===== src/rtl/uart_arb_pkg.sv =====
// uart_arb_pkg: shared state encoding, sizing helper and default widths for the UART TX arbiter.
package uart_arb_pkg;
  typedef enum logic {ST_IDLE = 1'b0, ST_XFER = 1'b1} state_e;
  function automatic int clog2(input int v);
    int r;
    r = 0;
    while ((1 << r) < v) r++;
    return (r < 1) ? 1 : r;
  endfunction
  localparam int N_REQ_DEF   = 4;
  localparam int MAX_LEN_DEF = 64;
  localparam int ID_W        = clog2(N_REQ_DEF);
  localparam int CNT_W       = clog2(MAX_LEN_DEF + 1);
endpackage


===== src/rtl/uart_tx_arbiter_rr_picker.sv =====
// rr_picker: combinational round-robin search upward from ptr_i+1 with wrap-around.
module rr_picker
  import uart_arb_pkg::*;
#(
  parameter int N_REQ = 4
) (
  input  logic [N_REQ-1:0]        req_i,
  input  logic [clog2(N_REQ)-1:0] ptr_i,
  output logic                    any_req_o,
  output logic [clog2(N_REQ)-1:0] pick_id_o
);
  localparam int IW = clog2(N_REQ);
  logic [IW-1:0] idx;
  // Walk offsets from farthest to nearest so the nearest valid requester wins.
  always_comb begin
    any_req_o = |req_i;
    pick_id_o = '0;
    idx = '0;
    for (int k = N_REQ; k >= 1; k--) begin
      idx = IW'((int'(ptr_i) + k) % N_REQ);
      pick_id_o = req_i[idx] ? idx : pick_id_o;
    end
  end
endmodule


===== src/rtl/uart_tx_arbiter.sv =====
// uart_tx_arbiter: packet-granular round-robin sharing of the UART TX FIFO write port.
module uart_tx_arbiter
  import uart_arb_pkg::*;
#(
  parameter int N_REQ   = 4,
  parameter int DBIT    = 8,
  parameter int MAX_LEN = 64
) (
  input  logic                    clk,
  input  logic                    rst_n,
  input  logic [N_REQ-1:0]        req_valid_i,
  input  logic [N_REQ*DBIT-1:0]   req_data_i,
  input  logic [N_REQ-1:0]        req_last_i,
  output logic [N_REQ-1:0]        req_ready_o,
  output logic [DBIT-1:0]         w_data_o,
  output logic                    wr_uart_o,
  input  logic                    tx_full_i,
  output logic                    busy_o,
  output logic [clog2(N_REQ)-1:0] grant_id_o,
  output logic                    pkt_done_o,
  output logic                    len_err_o,
  output logic [clog2(N_REQ)-1:0] err_id_o
);
  localparam int IW = clog2(N_REQ);
  localparam int CW = clog2(MAX_LEN + 1);
  state_e        state_q, state_d;
  logic [IW-1:0] grant_q, grant_d, ptr_q, ptr_d, err_q, err_d;
  logic [CW-1:0] cnt_q, cnt_d;
  logic          done_q, done_d, lerr_q, lerr_d;
  logic          any_req, xfer, accept, last, at_cap;
  logic [IW-1:0] pick_id;
  rr_picker #(.N_REQ(N_REQ)) u_pick (
    .req_i     (req_valid_i),
    .ptr_i     (ptr_q),
    .any_req_o (any_req),
    .pick_id_o (pick_id)
  );
  assign xfer        = state_q == ST_XFER;
  assign accept      = xfer & req_valid_i[grant_q] & ~tx_full_i;
  assign last        = req_last_i[grant_q];
  assign at_cap      = (cnt_q + CW'(1)) == CW'(MAX_LEN);
  assign busy_o      = xfer;
  assign wr_uart_o   = accept;
  assign req_ready_o = (xfer & ~tx_full_i) ? (N_REQ'(1) << grant_q) : '0;
  assign w_data_o    = xfer ? req_data_i[grant_q*DBIT +: DBIT] : '0;
  assign grant_id_o  = grant_q;
  assign pkt_done_o  = done_q;
  assign len_err_o   = lerr_q;
  assign err_id_o    = err_q;
  // A last byte at the cap counts as a normal completion, not a cut.
  always_comb begin
    state_d = state_q;
    grant_d = grant_q;
    ptr_d   = ptr_q;
    err_d   = err_q;
    cnt_d   = cnt_q;
    done_d  = 1'b0;
    lerr_d  = 1'b0;
    if (!xfer) begin
      if (any_req) begin
        state_d = ST_XFER;
        grant_d = pick_id;
        cnt_d   = '0;
      end
    end else if (accept) begin
      cnt_d = cnt_q + CW'(1);
      if (last | at_cap) begin
        state_d = ST_IDLE;
        ptr_d   = grant_q;
        done_d  = last;
        lerr_d  = ~last;
        err_d   = last ? err_q : grant_q;
      end
    end
  end
  always_ff @(posedge clk or negedge rst_n) begin
    if (!rst_n) begin
      state_q <= ST_IDLE;
      grant_q <= '0;
      ptr_q   <= IW'(N_REQ - 1);
      err_q   <= '0;
      cnt_q   <= '0;
      done_q  <= 1'b0;
      lerr_q  <= 1'b0;
    end else begin
      state_q <= state_d;
      grant_q <= grant_d;
      ptr_q   <= ptr_d;
      err_q   <= err_d;
      cnt_q   <= cnt_d;
      done_q  <= done_d;
      lerr_q  <= lerr_d;
    end
  end
endmodule


===== config.mk =====
export PLATFORM = sky130hd
export DESIGN_NAME = uart_tx_arbiter
export DESIGN_NICKNAME = d
export VERILOG_FILES = /design/src/rtl/uart_arb_pkg.sv /design/src/rtl/uart_tx_arbiter_rr_picker.sv /design/src/rtl/uart_tx_arbiter.sv
export SDC_FILE = /design/constraint.sdc
export NUM_CORES = 1
export LEC_CHECK = 0
export ABC_AREA = 0
export BUFFER_PORTS_ARGS = -buffer_cell sky130_fd_sc_hd__clkbuf_2
export CAP_MARGIN = 5
export CORE_MARGIN = 3
export CORE_UTILIZATION = 28
export CTS_CLUSTER_DIAMETER = 150
export DETAILED_ROUTE_END_ITERATION = 10
export PLACE_DENSITY = 0.54
export SYNTH_ARGS = -nofsm -noshare
export SYNTH_HDL_FRONTEND = slang
export SYNTH_SLANG_ARGS = --single-unit
export TNS_END_PERCENT = 10

===== constraint.sdc =====
create_clock -name clk -period 2.5 [get_ports clk]
set_clock_uncertainty 0.1 [all_clocks]
set_input_delay 0.375 -clock clk [delete_from_list [all_inputs] [get_ports clk]]
set_output_delay 0.375 -clock clk [all_outputs]
set_load 0.05 [all_outputs]

==> results of run 1 <==
==> layout by cell type (no fill, tap or decap), types with 2 or more instances in the layout <==
| cell type | Yosys | final |
|---|---|---|
| and2b_1 | 2 | 2 |
| and2_1 | 8 | 8 |
| buf_4 | 0 | 4 |
| mux4_2 | 4 | 4 |
| or4_1 | 2 | 2 |
| and3_1 | 4 | 4 |
| clkbuf_8 | 0 | 4 |
| a21oi_1 | 6 | 6 |
| dfrtp_1 | 14 | 13 |
| mux2_2 | 3 | 3 |
| clkbuf_2 | 0 | 62 |
| dfstp_2 | 2 | 2 |
| o21ai_1 | 2 | 2 |
| and3b_1 | 2 | 2 |
| nand3_1 | 6 | 6 |
| mux2i_1 | 3 | 3 |
| nor2_1 | 3 | 3 |
| nor2b_1 | 2 | 2 |
| o21ai_0 | 7 | 7 |
| inv_1 | 5 | 5 |
| mux4_1 | 6 | 6 |
| nand2_1 | 10 | 10 |
| or3_1 | 2 | 2 |
| a22oi_1 | 2 | 2 |
==> how the worst min path moves through the flow <==
| stage | start | end | slack [ps] | cells after the start |
|---|---|---|---|---|
| final | req_valid_i[2] | grant_id_o[1] | 400 | 3 |
| after global routing | req_valid_i[2] | grant_id_o[1] | 430 | 3 |
| after floorplan | rst_n | busy_o | -20 | 0 |
| after detailed placement | rst_n | cnt_q[3] | 230 | 1 |
| after global placement | rst_n | cnt_q[3] | 220 | 1 |
| after CTS | req_valid_i[2] | grant_id_o[1] | 400 | 3 |
==> logic make-up (layout without fill, tap and decap cells) <==
kind of cell | after synthesis | in the layout | synth area share, %
muxes | 16 | 16 | 24.8
buffers and inverters | 12 | 77 | 4.79
adders and majority gates | 1 | 1 | 0.997
and+or+nand+nor | 48 | 48 | 23.5
DFF | 16 | 16 | 32.1
AOI/OAI and AO/OA | 27 | 27 | 13.8
==> final cells by class <==
class | count | share of cell area (%)
multi-input cells | 92 | 47.2
flip-flops and latches | 16 | 23.9
repair buffers | 67 | 20.7
well taps | 50 | 3.70
inverters | 6 | 1.33
clock buffers | 4 | 3.25
==> routing by layer <==
layer | GRT usage, % | vias to the layer above | routed length (um)
li1 | - | 587 | -
met1 | 14.5 | 565 | 1420
met2 | 23.1 | 55 | 1670
met3 | 4.13 | 4 | 344
met4 | 3.69 | 0 | 38
met5 | 0 | - | 0
==> power by group <==
part | internal (uW) | leakage, uW | total (uW) | switching (uW)
clock | 140 | 0.0000288 | 236 | 95.7
sequential | 331 | 0.000204 | 442 | 112
combinational | 438 | 0.000595 | 1230 | 793
total | 909 | 0.000827 | 1910 | 1000
==> critical path, cell delays in order (launching register included) <==
cell and delay [ps]:
dfrtp_2 530, buf_4 200, mux4_2 490, and2_1 170, clkbuf_2 230
==> repair_timing <==
action,4_1_cts,5_1_grt
endpoints found under the setup margin,2,0
gates resized for setup,1,0
hold endpoints to repair,14,0
hold buffers,1,0
==> sequential cells by signal, summed over array words and instances, names as in the netlist <==
| name | flops |
|---|---|
| cnt_q | 7 |
| grant_id_o | 2 |
| pkt_done_o | 1 |
| len_err_o | 1 |
| ptr_q | 2 |
| err_id_o | 2 |
| busy_o | 1 |
==> per-stage QoR <==
step                setup slack [ps]  utilization (%)  power (uW)
finish                           144             40.6        1910
global route                    67.5             40.6        2020
CTS                              114             40.6        1920
detailed placement               232             39.0        1680
global placement                 303             39.0        1660
floorplan                       27.0                -        1410
==> flow_summary.yaml, run 1 <==
synthesis:
  synth-edff-count: 0
  synth_nets: 164
  syn-cell-area_um2: 1250
  yosysWarningCount: 0
  ys_seq_elements: 16
  yosysTopAreaCellShare_pct: 27.9
  synth_cells: 120
  yosys-top-cells-count: "dfrtp_1, nand2_1, and2_1"
  ys_seq_area_share_pct: 32.1
  post-synth-top-count-cell: "dfrtp_1"
  ys_async_sr_fraction_pct: 100
  avgSynthCellArea_um2: 10.5
  synth.distinct_cells: 42
  synth_area_leaders: "dfrtp_1, mux4_1, mux4_2, dfstp_2, and2_1"
  synth_flop_cell: "dfrtp_1"
  synth_area_leader_cell: "dfrtp_1"
route:
  drt_iter0_drc: 19
  viasPerCell: 5.15
  wl_um: 3480
  dr.pass1.iters: 4
  drc: 0
  avgRoutedWirePerCell_um: 14.8
  vias: 1211
  ant_nets: 0
floorplanning:
  initial_core_util_pct: 30.1
  die_h_um: 72.9
  dieArea_um2: 5320
  io_pins: 63
  placementRows: 23
  coreArea_um2: 4170
  dieWidth_um: 72.9
worst_setup_path:
  start_kind: "flop"
  r2r_start: "grant_id_o[0]"
  rr_worst_depth: 3
  cp_max_fo: 11
  worstPathRequired_ps: 2030
  worstSetupEndpoint: "w_data_o[5]"
  worstSetupStartpoint: "grant_id_o[0]"
  worstSetupEndpointType: "primary output"
  crit_arrival_ps: 1880
  crit_type: "flop to primary output"
  worstReg2RegEnd: "err_id_o[1]"
  reg2reg_slack_ps: 430
sta:
  finalSetupViolCount: 0
  tns_ps: 0
  relSlewSlack_pct: 56.9
  holdWs_ps: 404
  tightest_slew_ps: 644
  finalHoldViolations: 0
  max_freq_ghz: 0.424
  rsz0062_at_grt: "false"
  drv_slew: 0
  fin_crit_sh_pct: 94.2
  period_minus_slack_ps: 2360
pwr:
  ir_worst_vdd_v: 0.000533
  powerDensity_nw_per_um2: 1130
  p_leak_uw: 0.000827
cells_and_area:
  diodes: 0
  stdcell_count: 235
  drive_gt1_share_pct: 46.5
  nets: 230
  seq_area_um2: 404
  multi_input_area_um2: 798
  design_area_um2: 1690
  syn2layout_area_growth_pct: 34.9
  n_fill_cell: 405
placed_design:
  placed_cell_area_um2: 1630
  placed_cells: 230
  place_congestion: 0.818
  port_buffers: 62
  place_hpwl_um: 2810
clocking:
  cts-root-buf: "clkbuf_8"
  cts_buffers: 3
  htree_levels: 1
  cts.path.max_buffers: 2
  cts_tree: "done"
  post_cts_buffers: 0
  clock_sinks: 16
  clk_latency_ps: 250
  cts.clk_slew.worst_paths_ps: 70
global_route:
  overflow: 0
  grt_max_degree: 20
  antenna_found_initial: 0
  grt_pass1_vias: 1148
  grt_pass1_wl_um: 5370
  grt_usage_pct: 12.9
outcome:
  status: "completed"
job:
  maxCapViolCount: 0
worst_hold_path:
  hold_class: "input pin to flop"
(Power assumes the default switching activity.)
==> run 2, diff against run 1 <==
- CTS_BUF_LIST: unset -> sky130_fd_sc_hd__clkbuf_16
==> run 2 against run 1 <==
Die area unchanged. Sequential share of layout area is 0.33 points lower. Design area increased by 1.4%. Flip-flop and latch count did not move. Clock power is 33% higher. Maximum frequency grew 0.69%. Cell count stayed put. Routed wire length about the same. First-iteration DRC count shrank 21%. Register-to-register slack is essentially flat. Global-route usage rose by 0.17 points. Utilization up 0.57 points. Largest power group unchanged.
==> flow_summary.yaml, run 2 (synthesis results as in run 1) <==
outcome:
  status: "completed"
floorplanning:
  dieWidth_um: 72.9
  coreArea_um2: 4170
  io_pins: 63
  initial_core_util_pct: 30.1
  dieArea_um2: 5320
  placementRows: 23
  die_h_um: 72.9
pwr:
  power_frac_seq_pct: 22.3
  pwr-share-comb_pct: 61.9
  p_int_uw: 982
  p_sw_uw: 1010
  powerDensity_nw_per_um2: 1160
  p_leak_uw: 0.000837
  clkPwrFrac_pct: 15.8
  p_sw_share_pct: 50.6
  ir_worst_vdd_v: 0.000437
sta:
  drv_slew: 0
  period_minus_slack_ps: 2340
  relSlewSlack_pct: 56.8
  fin_crit_sh_pct: 93.6
  rsz0062_at_grt: "false"
  tightest_slew_ps: 645
  tns_ps: 0
  finalSetupViolCount: 0
  holdWs_ps: 404
  max_freq_ghz: 0.427
  finalHoldViolations: 0
clocking:
  clk_latency_ps: 250
  cts_buffers: 3
  cts.clk_slew.worst_paths_ps: 50
  clock_sinks: 16
  cts-root-buf: "clkbuf_16"
  post_cts_buffers: 0
  cts.path.max_buffers: 2
  cts_tree: "done"
  htree_levels: 1
global_route:
  busiest_layer: "met2"
  overflow: 0
  grt_usage_pct: 13.1
  grt_max_degree: 20
  use_met2_pct: 23.1
  grt.met1_usage_pct: 14.5
  antenna_found_initial: 0
  grt_pass1_vias: 1151
  grt_use_met3_pct: 4.13
  grt_pass1_wl_um: 5380
route:
  vias: 1209
  drt_iter0_drc: 15
  viasPerCell: 5.14
  wl_um: 3480
  dr.pass1.iters: 4
  drc: 0
  ant_nets: 0
  avgRoutedWirePerCell_um: 14.8
cells_and_area:
  layout_commonest_cell: "clkbuf_2"
  syn2layout_area_growth_pct: 36.8
  largest_register_ffs: 7
  final_cell_mix: "clkbuf_2, dfrtp_1, nand2_1, and2_1, o21ai_0"
  largest_register: "cnt_q"
  drive_gt1_share_pct: 45.9
  n_fill_cell: 406
  diodes: 0
  nets: 230
worst_hold_path:
  hold_class: "flop to flop"
worst_setup_path:
  worstSetupEndpointType: "primary output"
  start_kind: "flop"
  cp_max_fo: 11
  crit_arrival_ps: 1870
  worstPathRequired_ps: 2030
  crit_type: "flop to primary output"
job:
  maxCapViolCount: 0
placed_design:
  place_hpwl_um: 2810
  place_congestion: 0.818
  port_buffers: 62
## run 2: metrics by stage
step / cells / util (%) / instance area, um^2 / total power [uW] / setup slack [ps]
2_1_floorplan: 120 / - / 1260 / 1410 / 27.0
3_3_place_gp: 230 / 39.0 / 1630 / 1660 / 303
3_5_place_dp: 230 / 39.0 / 1630 / 1680 / 232
4_1_cts: 235 / 41.1 / 1720 / 2010 / 128
5_1_grt: 235 / 41.1 / 1720 / 2100 / 82.1
6_report: 235 / 41.1 / 1720 / 1990 / 160
## run 2: layout make-up
class	count	area [um^2]	share of cell area (%)
sequential	16	404	23.5
clock inverter	1	3.75	0.219
multi-input combinational	92	798	46.5
inverter	6	22.5	1.31
clock buffer	3	75.1	4.37
timing repair buffer	67	350	20.4
tap	50	62.6	3.64
## run 2: worst max-delay path, stage by stage (launching register included)
cell,delay [ps]
dfrtp_2,520
buf_4,200
mux4_2,490
and2_1,170
clkbuf_2,230
## run 2: worst paths after layout
| kind | cells after the start | endpoint | startpoint | slack, ps |
|---|---|---|---|---|
| hold / removal | 1 | err_id_o[1] | err_id_o[1] | 400 |
| min in group asynchronous | 2 | cnt_q[3] | rst_n | 490 |
| setup / recovery | 4 | w_data_o[5] | grant_id_o[0] | 160 |
| hold reg to reg | 1 | err_id_o[1] | err_id_o[1] | 400 |
| setup reg to reg | 3 | err_id_o[1] | grant_id_o[0] | 430 |
| max in group asynchronous | 2 | ptr_q[1] | rst_n | 1480 |
## run 2: power by group through the flow
stage	Clock [uW]	Combinational [uW]	Sequential, uW
6_report	314	1230	444
5_1_grt	334	1310	459
4_1_cts	323	1240	446
3_5_place_dp	0	1230	449
3_3_place_gp	0	1220	441
2_1_floorplan	0	944	463
## run 2: what timing repair did
item                                    CTS  global route
resized for setup                         1             0
hold buffers                              1             0
hold endpoints to repair                 14             0
endpoints found under the setup margin    2             0
## run 2: routing by layer
layer / share of wire [%] / up-vias
met3: 9.9 / 4
met2: 48 / 58
met5: 0 / -
met1: 41 / 559
li1: - / 588
met4: 1.4 / 0
==> run 3, diff against run 2 <==
- CORE_UTILIZATION: 28 -> 45
- PLACE_DENSITY: 0.54 -> unset
- PLACE_DENSITY_LB_ADDON: unset -> 0.12
==> run 3 against run 2 <==
Clock power grew 2%. Routed wire length shrank 5.9%. Largest cell class unchanged. Worst setup slack lost 26 ps. Critical endpoint is now w_data_o[7]. Global-route usage grew 6.5 points.
==> flow_summary.yaml, run 3 (synthesis results as in run 1) <==
global_route:
  grt_use_met3_pct: 5.26
  antenna_found_initial: 0
  grt.met1_usage_pct: 25.7
  grt_usage_pct: 19.5
  grt_pass1_wl_um: 5130
  use_met2_pct: 32.3
  overflow: 0
  grt_pass1_vias: 1105
  grt_max_degree: 20
  busiest_layer: "met2"
cells_and_area:
  syn2layout_area_growth_pct: 35.1
  nets: 229
  diodes: 0
  layout_commonest_cell: "clkbuf_2"
  largest_register_ffs: 7
  final_cell_mix: "clkbuf_2, dfrtp_1, nand2_1, and2_1, o21ai_0"
  drive_gt1_share_pct: 45.1
  largest_register: "cnt_q"
pwr:
  p_total_uw: 2000
  powerDensity_nw_per_um2: 1180
  p_leak_uw: 0.000838
  ir_worst_vdd_v: 0.000946
worst_setup_path:
  worstReg2RegEnd: "err_id_o[0]"
  worstSetupEndpointType: "primary output"
  worstSetupStartpoint: "grant_id_o[0]"
  worstPathRequired_ps: 2030
  reg2reg_slack_ps: 420
  start_kind: "flop"
  crit_type: "flop to primary output"
  crit_arrival_ps: 1890
  crit_chain: "buf_12 > mux4_1 > and2_1 > clkbuf_2"
  crit_slowest_cell: "mux4_1"
  cp_max_fo: 13
  path_buf_inv: 2
  path_depth: 4
  path_delay_family: "multiplexers"
  r2r_start: "grant_id_o[0]"
  worstSetupEndpoint: "w_data_o[7]"
  rr_worst_depth: 3
  max_stage_delay_ps: 540
sta:
  relSlewSlack_pct: 58.7
  finalHoldViolations: 0
  rsz0062_at_grt: "false"
  tightest_slew_ps: 616
  period_minus_slack_ps: 2370
  drv_slew: 0
  tns_ps: 0
  max_freq_ghz: 0.423
  fin_crit_sh_pct: 94.6
  finalSetupViolCount: 0
floorplanning:
  io_pins: 63
  placementRows: 18
  coreArea_um2: 2570
  initial_core_util_pct: 48.9
  dieArea_um2: 3460
  dieWidth_um: 58.8
  die_h_um: 58.8
route:
  drc: 0
  viasPerCell: 5.61
  vias: 1201
  dr.pass1.iters: 4
  avgRoutedWirePerCell_um: 15.3
  ant_nets: 0
  drt_iter0_drc: 31
  wl_um: 3280
clocking:
  cts-root-buf: "clkbuf_16"
  clock_sinks: 16
  clk_latency_ps: 250
  htree_levels: 1
  cts.path.max_buffers: 2
  cts_tree: "done"
  cts_buffers: 3
  cts.clk_slew.worst_paths_ps: 50
worst_hold_path:
  hold_class: "flop to flop"
job:
  maxCapViolCount: 0
placed_design:
  place_congestion: 0.787
  port_buffers: 62
  place_hpwl_um: 2560
outcome:
  status: "completed"
[run 3: where the power goes]
group | internal (uW) | switching (uW) | total, uW | leakage, uW
Combinational | 449 | 809 | 1260 | 0.000595
Clock | 213 | 106 | 319 | 0.0000385
Sequential | 330 | 95.4 | 425 | 0.000205
Total | 992 | 1010 | 2000 | 0.000838
[run 3: how the worst min path moves through the flow]
stage	start	endpoint	slack, ps	depth (start not counted)
floorplan	rst_n	busy_o	-20	0
global placement	rst_n	cnt_q[3]	210	1
detailed placement	rst_n	cnt_q[5]	220	1
CTS	err_id_o[1]	err_id_o[1]	410	1
global route	err_id_o[1]	err_id_o[1]	440	1
finish	err_id_o[1]	err_id_o[1]	410	1
[run 3: final cells by class]
class	count	area, um^2
clock inverter	1	3.75
clock buffer	3	75.1
fill	227	872
multi-input combinational	92	798
tap	30	37.5
inverter	6	22.5
sequential	16	403
timing repair buffer	66	355
[run 3: stage by stage]
step	hold slack (ps)	utilization [%]	setup slack, ps	cells	area (um^2)
after floorplan	-20.6	-	27.0	120	1260
after global placement	213	62.6	437	209	1610
after detailed placement	220	62.6	392	209	1610
after CTS	408	66.0	119	214	1700
after global routing	436	66.0	45.6	214	1700
final	409	66.0	134	214	1700
[run 3: layer usage]
metal	wire, um	part of all wire (%)
met4	28	0.85
met3	154	4.7
met2	1700	52
met1	1400	43
met5	0	0
[run 3: worst reg2reg max path: stages, from the launching register on]
cell	delay (ps)
dfrtp_1	510
mux4_2	640
nor4_4	350
mux2_2	370
[run 3: what timing repair did]
| item | in CTS | in global routing |
|---|---|---|
| gates resized for setup | 0 | 0 |
| hold buffers | 1 | 0 |
| hold endpoints to repair | 14 | 0 |
| setup buffers | 0 | 0 |
